**config.mk**
```make
export PLATFORM = sky130hd
export DESIGN_NAME = spike_rate_window
export DESIGN_NICKNAME = d
export VERILOG_FILES = /design/src/rtl/neuron_pkg.sv /design/src/rtl/spike_result_reg.sv /design/src/rtl/spike_rate_window.sv
export SDC_FILE = /design/constraint.sdc
export NUM_CORES = 1
export LEC_CHECK = 0
export ABC_CLOCK_PERIOD_IN_PS = 1500
export CELL_PAD_IN_SITES_DETAIL_PLACEMENT = 1
export CELL_PAD_IN_SITES_GLOBAL_PLACEMENT = 1
export CORE_MARGIN = 2
export CORE_UTILIZATION = 35
export DETAILED_ROUTE_END_ITERATION = 16
export HOLD_SLACK_MARGIN = 0.15
export PLACE_DENSITY_LB_ADDON = 0.1
export SYNTH_ARGS = -nofsm -noshare
export SYNTH_HDL_FRONTEND = slang
export SYNTH_SLANG_ARGS = --single-unit
```
**constraint.sdc**
```tcl
create_clock -name clk -period 1.5 [get_ports clk]
set_input_delay 0.3 -clock clk [delete_from_list [all_inputs] [get_ports clk]]
set_output_delay 0.3 -clock clk [all_outputs]
set_load 0.03 [all_outputs]
```
**src/rtl/neuron_pkg.sv**
```systemverilog
// Shared types and default constants for the neuron output-layer decoding stages.
package neuron_pkg;

  typedef enum logic {
    IDLE  = 1'b0,
    COUNT = 1'b1
  } spike_win_state_t;

  localparam int SPIKE_WINDOW_DEF = 16;
  localparam int SPIKE_THRESH_DEF = 8;

endpackage

```
**src/rtl/spike_result_reg.sv**
```systemverilog
// Valid/ready holding register for a window result, with a sticky overrun flag
// that records results dropped while an unread result was still held.
module spike_result_reg #(
  parameter int DATA_W = 8
) (
  input  logic              clk,
  input  logic              rst,
  input  logic              clear,
  input  logic              load,
  input  logic [DATA_W-1:0] data,
  input  logic              ready,
  output logic              valid,
  output logic [DATA_W-1:0] q,
  output logic              overrun
);

  // Load/accept/overrun bookkeeping; a load in the same cycle as an accept wins.
  always_ff @(posedge clk) begin
    if (rst) begin
      valid   <= 1'b0;
      q       <= {DATA_W{1'b0}};
      overrun <= 1'b0;
    end else begin
      if (load) begin
        if (!valid || ready) begin
          q     <= data;
          valid <= 1'b1;
        end else begin
          overrun <= 1'b1;
        end
      end else if (valid && ready) begin
        valid <= 1'b0;
      end else begin
        valid <= valid;
      end
      if (clear) begin
        overrun <= 1'b0;
      end else begin
        overrun <= overrun | (load & valid & ~ready);
      end
    end
  end

endmodule

```
**src/rtl/spike_rate_window.sv**
```systemverilog
// Windowed spike counter with majority decision behind a valid/ready result register.
// Optional first-fire index capture is enabled by defining SPIKE_RATE_FIRST_EN.
module spike_rate_window
  import neuron_pkg::*;
#(
  parameter  int WINDOW = SPIKE_WINDOW_DEF,
  parameter  int THRESH = SPIKE_THRESH_DEF,
  localparam int CNT_W  = $clog2(WINDOW + 1)
) (
  input  logic             clk,
  input  logic             rst,
  input  logic             spike_i,
  input  logic             start_i,
  input  logic             cont_i,
  input  logic             clear_i,
  input  logic             ready_i,
  output logic             valid_o,
  output logic [CNT_W-1:0] count_o,
  output logic             fire_o,
  output logic [CNT_W-1:0] first_o,
  output logic             busy_o,
  output logic             overrun_o
);

  localparam logic [CNT_W-1:0] CNT_ZERO = {CNT_W{1'b0}};
  localparam logic [CNT_W-1:0] CNT_ONE  = CNT_W'(1);
  localparam logic [CNT_W-1:0] WIN_LAST = CNT_W'(WINDOW - 1);
  localparam logic [CNT_W-1:0] WIN_VAL  = CNT_W'(WINDOW);
  localparam logic [CNT_W-1:0] THR_VAL  = CNT_W'(THRESH);

`ifdef SPIKE_RATE_FIRST_EN
  localparam int DATA_W = 2 * CNT_W + 1;
`else
  localparam int DATA_W = CNT_W + 1;
`endif

  spike_win_state_t state_r, state_s;
  logic [CNT_W-1:0] acc_r, acc_s;
  logic [CNT_W-1:0] idx_r, idx_s;
  logic [CNT_W-1:0] result_s;
  logic             win_end_s;
  logic             fire_s;
  logic [DATA_W-1:0] data_s;
  logic [DATA_W-1:0] data_q;

  assign result_s = acc_r + {{(CNT_W-1){1'b0}}, spike_i};
  assign fire_s   = (result_s >= THR_VAL);

  // Next-state, accumulator and sample-index update; clear_i overrides everything.
  always_comb begin
    state_s   = state_r;
    acc_s     = acc_r;
    idx_s     = idx_r;
    win_end_s = 1'b0;
    if (clear_i) begin
      state_s = IDLE;
      acc_s   = CNT_ZERO;
      idx_s   = CNT_ZERO;
    end else begin
      case (state_r)
        IDLE: begin
          if (start_i) begin
            state_s = COUNT;
          end else begin
            state_s = IDLE;
          end
        end
        COUNT: begin
          if (idx_r == WIN_LAST) begin
            win_end_s = 1'b1;
            acc_s     = CNT_ZERO;
            idx_s     = CNT_ZERO;
            state_s   = cont_i ? COUNT : IDLE;
          end else begin
            acc_s = result_s;
            idx_s = idx_r + CNT_ONE;
          end
        end
        default: begin
          state_s = IDLE;
          acc_s   = CNT_ZERO;
          idx_s   = CNT_ZERO;
        end
      endcase
    end
  end

  // Window state registers.
  always_ff @(posedge clk) begin
    if (rst) begin
      state_r <= IDLE;
      acc_r   <= CNT_ZERO;
      idx_r   <= CNT_ZERO;
    end else begin
      state_r <= state_s;
      acc_r   <= acc_s;
      idx_r   <= idx_s;
    end
  end

`ifdef SPIKE_RATE_FIRST_EN
  // first_r holds WIN_VAL until the first fire of the window is seen.
  logic [CNT_W-1:0] first_r, first_s, first_res_s;

  assign first_res_s = ((first_r == WIN_VAL) && spike_i) ? idx_r : first_r;

  // First-fire index tracking, rearmed at every window boundary or abort.
  always_comb begin
    first_s = first_r;
    if (clear_i || win_end_s) begin
      first_s = WIN_VAL;
    end else if (state_r == COUNT) begin
      first_s = first_res_s;
    end else begin
      first_s = first_r;
    end
  end

  // First-fire index register.
  always_ff @(posedge clk) begin
    if (rst) begin
      first_r <= WIN_VAL;
    end else begin
      first_r <= first_s;
    end
  end

  assign data_s  = {first_res_s, fire_s, result_s};
  assign first_o = data_q[2*CNT_W:CNT_W+1];
`else
  assign data_s  = {fire_s, result_s};
  assign first_o = CNT_ZERO;
`endif

  spike_result_reg #(
    .DATA_W (DATA_W)
  ) u_result (
    .clk     (clk),
    .rst     (rst),
    .clear   (clear_i),
    .load    (win_end_s),
    .data    (data_s),
    .ready   (ready_i),
    .valid   (valid_o),
    .q       (data_q),
    .overrun (overrun_o)
  );

  assign count_o = data_q[CNT_W-1:0];
  assign fire_o  = data_q[CNT_W];
  assign busy_o  = (state_r == COUNT);

endmodule

```
Word-level counts from Yosys, hierarchy flattened
Index checks and enable logic that the tools add are counted.
{"block": "totals", "register_bits": 19, "word_cells": 35}
{"block": "classes", "n_addsub": 2, "magnitude_cmp": 1, "n_eq_ne": 2, "muxes": 12, "bitwise_logic": 5, "n_reduce_logical": 7}
{"op": "5-bit two-way mux", "n": 2}
{"op": "1-bit two-way mux", "n": 9}
{"op": "5-bit by 1-bit adder with 5-bit output", "n": 1}
{"op": "5-bit by 1-bit adder with 5-bit output (second input constant)", "n": 1}
{"op": "5-bit by 4-bit == test with 1-bit output (second input constant)", "n": 1}
{"op": "5-bit by 4-bit greater-or-equal comparator with 1-bit output (second input constant)", "n": 1}
{"op": "2-bit AND reduction", "n": 2}
{"op": "1-bit bitwise AND", "n": 2}
{"op": "2-bit != test (second input constant)", "n": 1}
{"op": "1-bit inverter", "n": 2}
{"op": "1-bit one-hot mux with 2 select lines", "n": 1}
{"op": "2-bit nonzero test", "n": 1}
{"op": "2-bit OR reduction", "n": 1}
{"op": "1-bit logical AND", "n": 1}
{"op": "1-bit zero test", "n": 1}
{"op": "1-bit logical OR", "n": 1}
{"op": "1-bit bitwise OR", "n": 1}

Longest topological paths before layout
Gate-level depths: netlist (run 1).
{"block": "logic_depth", "ltp_word": 7, "mapped_depth": 5, "ltp_nobuf": 5}

Cells and area by module
A second synthesis (run 1) with hierarchy kept.
{"block": "hier_totals", "cells_unflattened": 100, "area_unflattened_um2": 919.6}
{"module": "spike_rate_window", "instances": 1, "cells_per_inst": 66, "area_per_inst_um2": 569.3, "seq_area_each_um2": 220.2}
{"module": "spike_result_reg", "instances": 1, "cells_per_inst": 34, "area_per_inst_um2": 350.3, "seq_area_each_um2": 160.2}

Worst setup path before layout (run 1)
No wires, ideal clock.
{"block": "synth_timing", "path_kind": "register to register", "startpoint": "register state_r, in the netlist busy_o", "endpoint": "register u_result.q[5]", "setup_ns": 0.136, "t_arrival_ns": 1.238, "setup_slack_ns": 0.126, "stages_incl_launch_ff": 5, "n_path_buf": 1, "cell_sequence": "dfxtp_1 > buf_2 > nand4_2 > nor3_2 > a311oi_1"}
{"block": "synth_between", "elab_chain_cells": 3}
{"element": "start, declared", "line": "spike_rate_window.sv:37", "source": "spike_win_state_t state_r, state_s;"}
{"element": "start signal, assigned", "line": "spike_rate_window.sv:95", "source": "state_r <= state_s;"}
{"element": "1-bit two-way mux", "line": "spike_rate_window.sv:60", "source": "case (state_r)"}
{"element": "1-bit two-way mux", "line": "spike_rate_window.sv:55", "source": "if (clear_i) begin"}
{"element": "2-bit AND reduction (no line)"}
{"element": "end signal, assigned", "line": "spike_result_reg.sv:21", "source": "q <= {DATA_W{1'b0}};"}
{"element": "end signal, assigned", "line": "spike_result_reg.sv:26", "source": "q <= data;"}
{"element": "end, declared", "line": "spike_result_reg.sv:13", "source": "output logic [DATA_W-1:0] q,"}
Every way passes these cells.
A chain may end at the register's enable or synchronous reset.

Worst setup path after layout (run 1)
{"block": "layout_timing", "startpoint": "input port spike_i", "endpoint": "register u_result.q[5]"}
{"block": "layout_between", "elab_chain_cells": 2}
{"element": "start, declared", "line": "spike_rate_window.sv:12", "source": "input logic spike_i,"}
{"element": "5-bit by 1-bit adder with 5-bit output", "line": "spike_rate_window.sv:46", "source": "assign result_s = acc_r + {{(CNT_W-1){1'b0}}, spike_i};"}
{"element": "5-bit by 4-bit greater-or-equal comparator with 1-bit output", "line": "spike_rate_window.sv:47", "source": "assign fire_s = (result_s >= THR_VAL);"}
Every way passes these cells.

==> reports/qor.yml, run 1 <==
run_status:
  status: "completed"
global_route:
  track_usage: 0.1711
  grt_pass1_vias: 791
  grt_pass1_wl_microns: 3588
  grt_max_degree: 16
  antenna_found_initial: 0
  grt_remaining_overflow: 0
power:
  power_density_nw_per_um2: 745.6
  peakVddDrop_mv: 0.6058
  sequentialPowerShare: 0.594
  pwr-share-comb: 0.096
  intPower_mw: 0.6456
  p_sw_frac: 0.2469
  clkPwrFrac: 0.310
  total_power_mw: 0.8573
  p_leak_nw: 0.4562
  p_switching_mw: 0.2117
hold_path:
  holdCritStartpoint: "u_result.q[0]"
  hold_end: "u_result.q[0]"
  hold_class: "flip-flop to flip-flop"
  hold_depth: 2
timing:
  rsz0062_at_grt: "false"
  fin_worst_skew_ns: 0.005200
  hold_viol: 0
  timing.final.crit_share: 0.9509
  final.setup.tns_ns: 0
  max_freq_ghz: 0.7011
  slew_violations: 0
  finalWorstSetupSlack_ns: 0.07370
  finalSetupViolCount: 0
  period_minus_slack_ns: 1.426
clock_network:
  cts_setup_buffers: 0
  cts_sinks: 19
  cts_tree: "built"
  clock_latency_ns: 0.30
  cts_root_buffer: "clkbuf_4"
  cts_made_buffers: 3
  clock_path_buffers: 2
  cts_hold_buf: 0
  h-tree-depth: 1
  cts.clk_slew.worst_paths_ns: 0.11
die:
  die_area_sq_um: 2969
  fp.dieW_microns: 54.49
  fp-row-count: 18
  start_util: 0.3634
  io_pins: 21
  die_y_microns: 54.49
  core_sq_um: 2455
layout:
  finalCoreUtilization: 0.4684
  postLayoutCellArea_sq_um: 1150
  fill_cells: 291
  synthToLayoutAreaGrowth_pct: 28.89
  regArea_sq_um: 380.4
  nets: 132
  multi_input_area_sq_um: 478.0
  layout-drive-gt1-share: 0.1818
  diodes: 0
critical_path:
  rrSetupSlack_ns: 0.14
  crit_arrival_ns: 1.64
  worstSetupEndpointType: "flip-flop"
  r2r_end: "u_result.q[5]"
  critPathLaunchType: "input pin"
  rr_worst_depth: 4
  critPathKind: "input pin to flip-flop"
  crit_fanout: 3
  regToRegStartpoint: "idx_r[1]"
  crit_required_ns: 1.71
synthesis:
  seq_area_frac_synth: 0.4264
  synth.area.top_cells: "dfxtp_1 (43%), buf_4 (5.0%), ha_1 (4.2%), a21oi_1 (3.9%), nand2b_1 (3.5%)"
  synth_ff_type: "dfxtp_1"
  yosysMostFrequentCell: "dfxtp_1"
  synth_edf_count: 0
  ys_top_cells_by_count: "dfxtp_1 (19), a21oi_1 (7), buf_4 (6), nand3_1 (6)"
  syn_area_sq_um: 892.1
  async_reset_ff_frac: 0
  synth_area_leader_cell: "dfxtp_1"
  ys_warn_count: 0
  synth_cell_types: 33
  syn_inst: 98
  synthDominantCellAreaShare: 0.4264
  synth.ff_latch_count: 19
  syn_avg_cell_area_sq_um: 9.103
drt:
  wl_microns: 2088
  vias: 781
  final_antenna_net_count: 0
  firstDrtPassIters: 2
  via_per_inst: 5.172
  wl_per_cell_microns: 13.83
  drt_iter0_drc: 4
  post-route-drc-count: 0
place:
  gp_congestion: 0.7469
  dpl_cell_area_sq_um: 1107
  io_buffers: 15
  place_hpwl_microns: 1588
  dpl_worst_slack_ns: -0.3144
flow_run:
  cap_violations: 0
[worst max path at each step]
| stage | startpoint | to | slack (ns) | cells past startpoint |
|---|---|---|---|---|
| after CTS | spike_i | u_result.q[5] | 0.02 | 6 |
| after floorplan | busy_o | u_result.q[5] | 0.13 | 4 |
| final | spike_i | u_result.q[5] | 0.07 | 6 |
| after global placement | spike_i | u_result.q[5] | -0.21 | 6 |
| after global routing | busy_o | busy_o | 0.006 | 2 |
| after detailed placement | spike_i | u_result.q[5] | -0.31 | 6 |
[routing by layer]
layer / GRT usage / routed length [microns]
met3: 0.05738 / 75
met5: 0 / 0
met4: 0.03750 / 15
met1: 0.1930 / 917
met2: 0.3092 / 1080
[critical path: stages]
cell and delay, ns:
clkdlybuf4s50_1 0.46, ha_1 0.16, ha_1 0.19, nand3_1 0.13, xnor2_2 0.18, a311oi_1 0.22
[flip-flops by register name, indices dropped and copies added, names as in the netlist]
signal and flops:
busy_o 1, idx_r 5, u_result.overrun 1, u_result.valid 1
acc_r 5, u_result.q 6
[layout by cell type (no fill, tap or decap), types with 2 or more instances in the layout]
cell type,instances
ha_1,2
a21oi_1,7
a211oi_1,3
dfxtp_1,19
conb_1,5
nand2_1,2
clkbuf_4,3
nor3_1,4
nand4_1,3
nand3_1,6
nor2_1,5
dlygate4sd2_1,8
clkdlybuf4s50_1,6
o32ai_1,2
xnor2_1,2
xor2_1,3
buf_4,12
a31oi_1,4
nand2b_1,5
o31ai_1,2
inv_1,2
[area by class of cell]
cell class,count,share of cell area
flip-flops and latches,19,0.3308
well taps,30,0.03264
multi-input cells,70,0.4157
clock buffers,4,0.02285
repair buffers,26,0.1915
inverters,2,0.006529
[kinds of logic after synthesis]
logic type,after synthesis,share of synthesized area
simple gates,35,0.2315
compound gates,21,0.1529
flops,19,0.4264
buf+inv,13,0.08415
xor+xnor,6,0.05892
fa+ha+maj,3,0.04208
other cells,1,0.004204
[metrics by stage]
| stage | cells | hold WS (ns) |
|---|---|---|
| global placement | 147 | 0.4570 |
| detailed placement | 147 | 0.4677 |
| floorplan | 102 | 0.4392 |
| finish | 151 | 0.4809 |
| global route | 151 | 0.5110 |
| CTS | 151 | 0.4858 |
[timing repair]
action | CTS | global route
setup endpoints to repair | 8 | 7
pin swaps | 0 | 0
gates resized for setup | 8 | 5
[power groups by stage]
stage | clock network, mW | registers, mW | logic, mW
after detailed placement | 0 | 0.520 | 0.0817
after floorplan | 0 | 0.522 | 0.0517
after global routing | 0.304 | 0.510 | 0.0897
after CTS | 0.276 | 0.509 | 0.0821
final | 0.266 | 0.509 | 0.0821
after global placement | 0 | 0.520 | 0.0808
Power figures use the tool's default switching activity.
==> inputs of run 2 (changes only) <==
--- a/config.mk
+++ b/config.mk
@@ -10,6 +10,7 @@
 export CELL_PAD_IN_SITES_GLOBAL_PLACEMENT = 1
 export CORE_MARGIN = 2
 export CORE_UTILIZATION = 35
+export CTS_CLUSTER_DIAMETER = 150
 export DETAILED_ROUTE_END_ITERATION = 16
 export HOLD_SLACK_MARGIN = 0.15
 export PLACE_DENSITY_LB_ADDON = 0.1
==> results of run 2 <==
No change in the layout: final DEF, timing and power equal those of run 1.
